--- config.mk ---
export PLATFORM = sky130hd
export DESIGN_NAME = mdu_sequencer
export DESIGN_NICKNAME = d
export VERILOG_FILES = /design/src/rtl/mdu_sequencer.sv
export SDC_FILE = /design/constraint.sdc
export NUM_CORES = 1
export LEC_CHECK = 0
export CORE_MARGIN = 3
export CORE_UTILIZATION = 62
export CTS_CLUSTER_DIAMETER = 150
export DETAILED_ROUTE_END_ITERATION = 6
export PLACE_DENSITY = 0.81
export SYNTH_ARGS = -nofsm -noshare
export SYNTH_HDL_FRONTEND = slang
export SYNTH_SLANG_ARGS = --single-unit
--- constraint.sdc ---
create_clock -name clk -period 4.5 [get_ports clk]
set_clock_uncertainty 0.1 [all_clocks]
set_input_delay 1.125 -clock clk [delete_from_list [all_inputs] [get_ports clk]]
set_output_delay 1.125 -clock clk [all_outputs]
set_load 0.01 [all_outputs]
--- src/rtl/mdu_sequencer.sv ---
// Iterative RV32M multiply/divide sequencer: 32-step shift-add multiply and restoring divide
// on operand magnitudes, with signs applied in a final fix-up step.
module mdu_sequencer #(
  parameter int WIDTH = 32
) (
  input  logic             clk,
  input  logic             rst_n,
  input  logic             start,
  input  logic [2:0]       Funct3,
  input  logic [WIDTH-1:0] SrcA,
  input  logic [WIDTH-1:0] SrcB,
  input  logic             flush,
  output logic             stall,
  output logic             busy,
  output logic             done,
  output logic [WIDTH-1:0] Result
);

  localparam int CW = $clog2(WIDTH);
  localparam logic [CW-1:0] LastStep = CW'(WIDTH - 1);
  localparam logic [WIDTH-1:0] MinNeg = {1'b1, {(WIDTH-1){1'b0}}};

  typedef enum logic [2:0] {
    StIdle,
    StPrep,
    StMulIter,
    StDivIter,
    StFix,
    StDone
  } state_e;

  state_e             state;
  logic [2:0]         op;
  logic [WIDTH-1:0]   opa;
  logic [WIDTH-1:0]   opb;
  logic               sign_a;
  logic               sign_b;
  logic [WIDTH-1:0]   mag_a;
  logic [WIDTH-1:0]   mag_b;
  logic [2*WIDTH-1:0] acc;
  logic [WIDTH-1:0]   rem;
  // Multiplier shifting right (multiply) or dividend-in / quotient-out shifting left (divide)
  logic [WIDTH-1:0]   work;
  logic [CW-1:0]      cnt;

  logic               a_signed;
  logic               b_signed;
  logic               pa;
  logic               pb;
  logic [WIDTH-1:0]   mag_a_in;
  logic [WIDTH-1:0]   mag_b_in;
  logic               div_by_zero;
  logic               div_ovf;
  logic [WIDTH:0]     mul_sum;
  logic [WIDTH:0]     trial;
  logic [WIDTH:0]     diff;
  logic               q_bit;
  logic [2*WIDTH-1:0] prod;
  logic [WIDTH-1:0]   quo_fix;
  logic [WIDTH-1:0]   rem_fix;
  logic [WIDTH-1:0]   fix_val;

  // Signed A: MUL/MULH/MULHSU/DIV/REM; signed B: MULH/DIV/REM
  assign a_signed = (op != 3'b011) && (op != 3'b101) && (op != 3'b111);
  assign b_signed = (op == 3'b001) || (op == 3'b100) || (op == 3'b110);
  assign pa       = a_signed & opa[WIDTH-1];
  assign pb       = b_signed & opb[WIDTH-1];
  assign mag_a_in = pa ? -opa : opa;
  assign mag_b_in = pb ? -opb : opb;

  assign div_by_zero = op[2] && (opb == '0);
  assign div_ovf     = op[2] && !op[0] && (opa == MinNeg) && (opb == '1);

  assign mul_sum = {1'b0, acc[2*WIDTH-1:WIDTH]} + (work[0] ? {1'b0, mag_a} : '0);

  // Shifted partial remainder is WIDTH+1 bits wide; after restoring it fits in WIDTH bits
  assign trial = {rem, work[WIDTH-1]};
  assign q_bit = trial >= {1'b0, mag_b};
  assign diff  = trial - {1'b0, mag_b};

  assign prod    = (sign_a ^ sign_b) ? -acc : acc;
  assign quo_fix = (sign_a ^ sign_b) ? -work : work;
  assign rem_fix = sign_a ? -rem : rem;

  always_comb begin
    fix_val = quo_fix;
    if (!op[2]) begin
      fix_val = (op[1:0] == 2'b00) ? prod[WIDTH-1:0] : prod[2*WIDTH-1:WIDTH];
    end else if (op[1]) begin
      fix_val = rem_fix;
    end
  end

  assign stall = (state == StIdle) ? (start && !flush) : ((state != StDone) && !flush);

  always_ff @(posedge clk or negedge rst_n) begin
    if (!rst_n) begin
      state  <= StIdle;
      op     <= '0;
      opa    <= '0;
      opb    <= '0;
      sign_a <= 1'b0;
      sign_b <= 1'b0;
      mag_a  <= '0;
      mag_b  <= '0;
      acc    <= '0;
      rem    <= '0;
      work   <= '0;
      cnt    <= '0;
      busy   <= 1'b0;
      done   <= 1'b0;
      Result <= '0;
    end else if (flush && (state != StIdle)) begin
      state <= StIdle;
      busy  <= 1'b0;
      done  <= 1'b0;
    end else begin
      case (state)
        StIdle: begin
          done <= 1'b0;
          if (start && !flush) begin
            op    <= Funct3;
            opa   <= SrcA;
            opb   <= SrcB;
            busy  <= 1'b1;
            state <= StPrep;
          end
        end
        StPrep: begin
          sign_a <= pa;
          sign_b <= pb;
          mag_a  <= mag_a_in;
          mag_b  <= mag_b_in;
          acc    <= '0;
          rem    <= '0;
          cnt    <= '0;
          work   <= op[2] ? mag_a_in : mag_b_in;
          if (div_by_zero) begin
            Result <= op[1] ? opa : '1;
            done   <= 1'b1;
            state  <= StDone;
          end else if (div_ovf) begin
            Result <= op[1] ? '0 : MinNeg;
            done   <= 1'b1;
            state  <= StDone;
          end else begin
            state <= op[2] ? StDivIter : StMulIter;
          end
        end
        StMulIter: begin
          acc  <= {mul_sum, acc[WIDTH-1:1]};
          work <= work >> 1;
          cnt  <= cnt + 1'b1;
          if (cnt == LastStep) state <= StFix;
        end
        StDivIter: begin
          rem  <= q_bit ? diff[WIDTH-1:0] : trial[WIDTH-1:0];
          work <= {work[WIDTH-2:0], q_bit};
          cnt  <= cnt + 1'b1;
          if (cnt == LastStep) state <= StFix;
        end
        StFix: begin
          Result <= fix_val;
          done   <= 1'b1;
          state  <= StDone;
        end
        StDone: begin
          done  <= 1'b0;
          busy  <= 1'b0;
          state <= StIdle;
        end
        default: begin
          busy  <= 1'b0;
          done  <= 1'b0;
          state <= StIdle;
        end
      endcase
    end
  end

endmodule

==> results.json <==
{
  "status": "complete, no violations",
  "seq_area_frac_synth": 0.360,
  "p_int_uw": 7860,
  "clkPwrFrac": 0.189,
  "antenna_left": 0,
  "cts-root-buf": "clkbuf_16",
  "rsz0062_at_grt": "false",
  "fmax_mhz": 244,
  "min_period_ns": 4.10,
  "hold_buffers": 0,
  "crit_fanout": 30,
  "cts_tree": "yes",
  "async_flop_share": 1.00,
  "fin_util": 0.717,
  "p_sw_uw": 6940,
  "synth.avg_cell_area_um2": 8.46,
  "drt_first_pass_iters": 7,
  "maxSlewHeadroom": 0.308,
  "cts.path.max_buffers": 3,
  "yosysMostFrequentCell": "dfrtp_1",
  "ir_drop_mv": 0.526,
  "fp.dieW_um": 190,
  "grt_pass1_vias": 18937,
  "io_buffers": 105,
  "swShare": 0.469,
  "synth_top_area_share": 0.360,
  "end_kind": "flop",
  "synth.cell_area_um2": 21100,
  "finalMaxSlewViolations": 0,
  "clk_pin_slew_ns": 0.06,
  "crit_type": "flop to flop",
  "layout-drive-gt1-share": 0.0770,
  "synthDistinctLibCells": 73,
  "start_util": 0.638,
  "fin_crit_sh": 0.910,
  "arrival_ns": 4.39,
  "grt_pass1_wl_mm": 112,
  "routed_via_density": 6.82,
  "synthCells": 2492,
  "die_area_um2": 36200,
  "synth_seq_cells": 303,
  "wl_per_cell_um": 24.5,
  "antenna_found_initial": 4,
  "ios": 106,
  "placementRows": 66,
  "place_hpwl_mm": 54.7,
  "areaGrowthSynthToFinish_pct": 12.4,
  "ys_top_cells_by_count": "dfrtp_1 (303), nand2_1 (298), o21ai_0 (296), nor2_1 (182), a21oi_1 (162)",
  "seq_power_share": 0.322,
  "route.vias.total": 20417,
  "drt-initial-drc-count": 2722,
  "gp_congestion": 1.01,
  "cts_buffers": 35,
  "synthTopCellsByArea": "dfrtp_1 (36%), o21ai_0 (7.0%), nand2_1 (5.3%)",
  "required_ns": 4.79,
  "grt_overflow": 0,
  "syn-num-nets": 2637,
  "hold_viol_final": 0,
  "startpoint_type": "flop",
  "setup_viol": 0,
  "worst_pin_slew_ns": 1.04,
  "min_path_type": "flop to flop",
  "drc_errors": 0,
  "grt_max_degree": 110,
  "p_leak_uw": 0.0101,
  "post-synth-top-area-cell": "dfrtp_1",
  "numClockSinks": 303,
  "powerDensity_nw_per_um2": 625,
  "routed_wl_mm": 73.2,
  "fp.dieH_um": 190,
  "tns_ns": 0,
  "cts_setup_buffers": 0,
  "final_nets": 2672,
  "synth-edff-count": 0,
  "maxCapViolCount": 0,
  "cts.htree.levels": 2,
  "ys_warn_count": 0,
  "ctsResizeCount": 0,
  "grtUsageTotal": 0.400,
  "insertion_delay_ns": 0.56,
  "core_um2": 33000,
  "combPwrFrac": 0.490,
  "synth_ff_type": "dfrtp_1"
}
-- power groups by stage --
| stage | combinational (uW) | sequential (uW) | clock [uW] |
|---|---|---|---|
| after global placement | 6800 | 4640 | 0 |
| after detailed placement | 6940 | 4700 | 0 |
| after CTS | 7000 | 4650 | 2810 |
| after global routing | 7790 | 4810 | 2920 |
| after floorplan | 5190 | 4080 | 0 |
| final | 7250 | 4760 | 2790 |
-- through the flow --
stage	std cells	hold slack, ns	power [uW]	setup WS, ns	instance area, um2
floorplan	2492	0.338	9270	1.06	21100
global placement	2932	0.355	11400	0.567	22600
detailed placement	2932	0.364	11600	0.486	22600
CTS	2989	0.382	14500	0.446	23700
global route	2989	0.407	15500	0.231	23700
finish	2992	0.380	14800	0.403	23700
-- cell usage in the layout, fill, tap and decap left out, drive strengths merged, types with 11 or more instances in the layout --
master           n
o221ai          11
mux2            66
a22o            29
inv             62
nor3            57
a211oi          14
o22ai           11
or3             32
buf             47
o211ai          21
nor4            18
xor2           112
a21oi          162
and2            38
dfrtp          303
mux2i           71
clkbuf          47
nor2b           12
nand2b          20
ha              72
and3            12
clkdlybuf4s50  104
o21a            12
a21o            31
a31oi           31
nand2          298
nor2           182
or4             17
xnor2          111
o21ai          298
nand3           39
o31ai           40
nand4           26
o41ai           26
-- layer usage --
metal | GRT usage | wire length, um | vias to the layer above
li1 | - | - | 9050
met1 | 0.568 | 29900 | 9757
met2 | 0.584 | 30500 | 1347
met3 | 0.102 | 8960 | 261
met4 | 0.170 | 3840 | 2
met5 | 0 | 19 | -
-- state kept, by name, summed over array words and instances, names as in the netlist --
signal,flops
sign_b,1
mag_a,32
op,3
mag_b,32
rem,32
Result,32
state,3
busy,1
sign_a,1
done,1
acc,64
cnt,5
opb,32
work,32
opa,32
-- final cells by class --
| class | instances | area (um2) |
|---|---|---|
| timing repair buffer | 151 | 1460 |
| clock buffer | 47 | 951 |
| tap | 442 | 553 |
| clock inverter | 10 | 126 |
| sequential | 303 | 7580 |
| multi-input combinational | 1974 | 12800 |
| inverter | 62 | 233 |
| fill | 2601 | 9350 |
| antenna | 3 | 7.51 |
-- logic make-up (layout without fill, tap and decap cells) --
| kind of cell | count (synthesis) | count (layout) | share of synthesized area |
|---|---|---|---|
| AO/OA/AOI/OAI | 763 | 763 | 0.223 |
| XOR/XNOR | 223 | 223 | 0.0927 |
| adder cells (fa/ha/maj) | 74 | 74 | 0.0446 |
| buffers and inverters | 215 | 270 | 0.0385 |
| flip-flops | 303 | 303 | 0.360 |
| multiplexers | 137 | 137 | 0.0690 |
| other | 0 | 3 | 0 |
| AND/OR/NAND/NOR | 777 | 777 | 0.172 |
-- final timing paths --
| kind | endpoint | cells after the start | slack, ns | from |
|---|---|---|---|---|
| worst min-delay path | mag_b[23]$_DFFE_PN0P_ | 2 | 0.38 | mag_b[23]$_DFFE_PN0P_ |
| worst max register to register | work[0]$_DFFE_PN0P_ | 11 | 0.40 | rem[7]$_DFFE_PN0P_ |
| max in group asynchronous | op[2]$_DFFE_PN0P_ | 2 | 2.67 | rst_n |
| worst min register to register | mag_b[23]$_DFFE_PN0P_ | 2 | 0.38 | mag_b[23]$_DFFE_PN0P_ |
| worst max-delay path | work[0]$_DFFE_PN0P_ | 11 | 0.40 | rem[7]$_DFFE_PN0P_ |
| min in group asynchronous | acc[40]$_DFFE_PN0P_ | 1 | 0.42 | rst_n |
-- critical path, cell delays in order (launching register included) --
cell	delay (ns)
dfrtp_1	0.47
ha_1	0.40
nand2_1	0.09
or2_2	0.32
a31oi_1	0.22
a21oi_1	0.16
o21ai_1	0.36
a31oi_1	0.28
o311ai_4	0.59
buf_12	0.30
nor2_1	0.09
a211oi_1	0.51
Note: power is estimated with default switching activity, not from simulation.
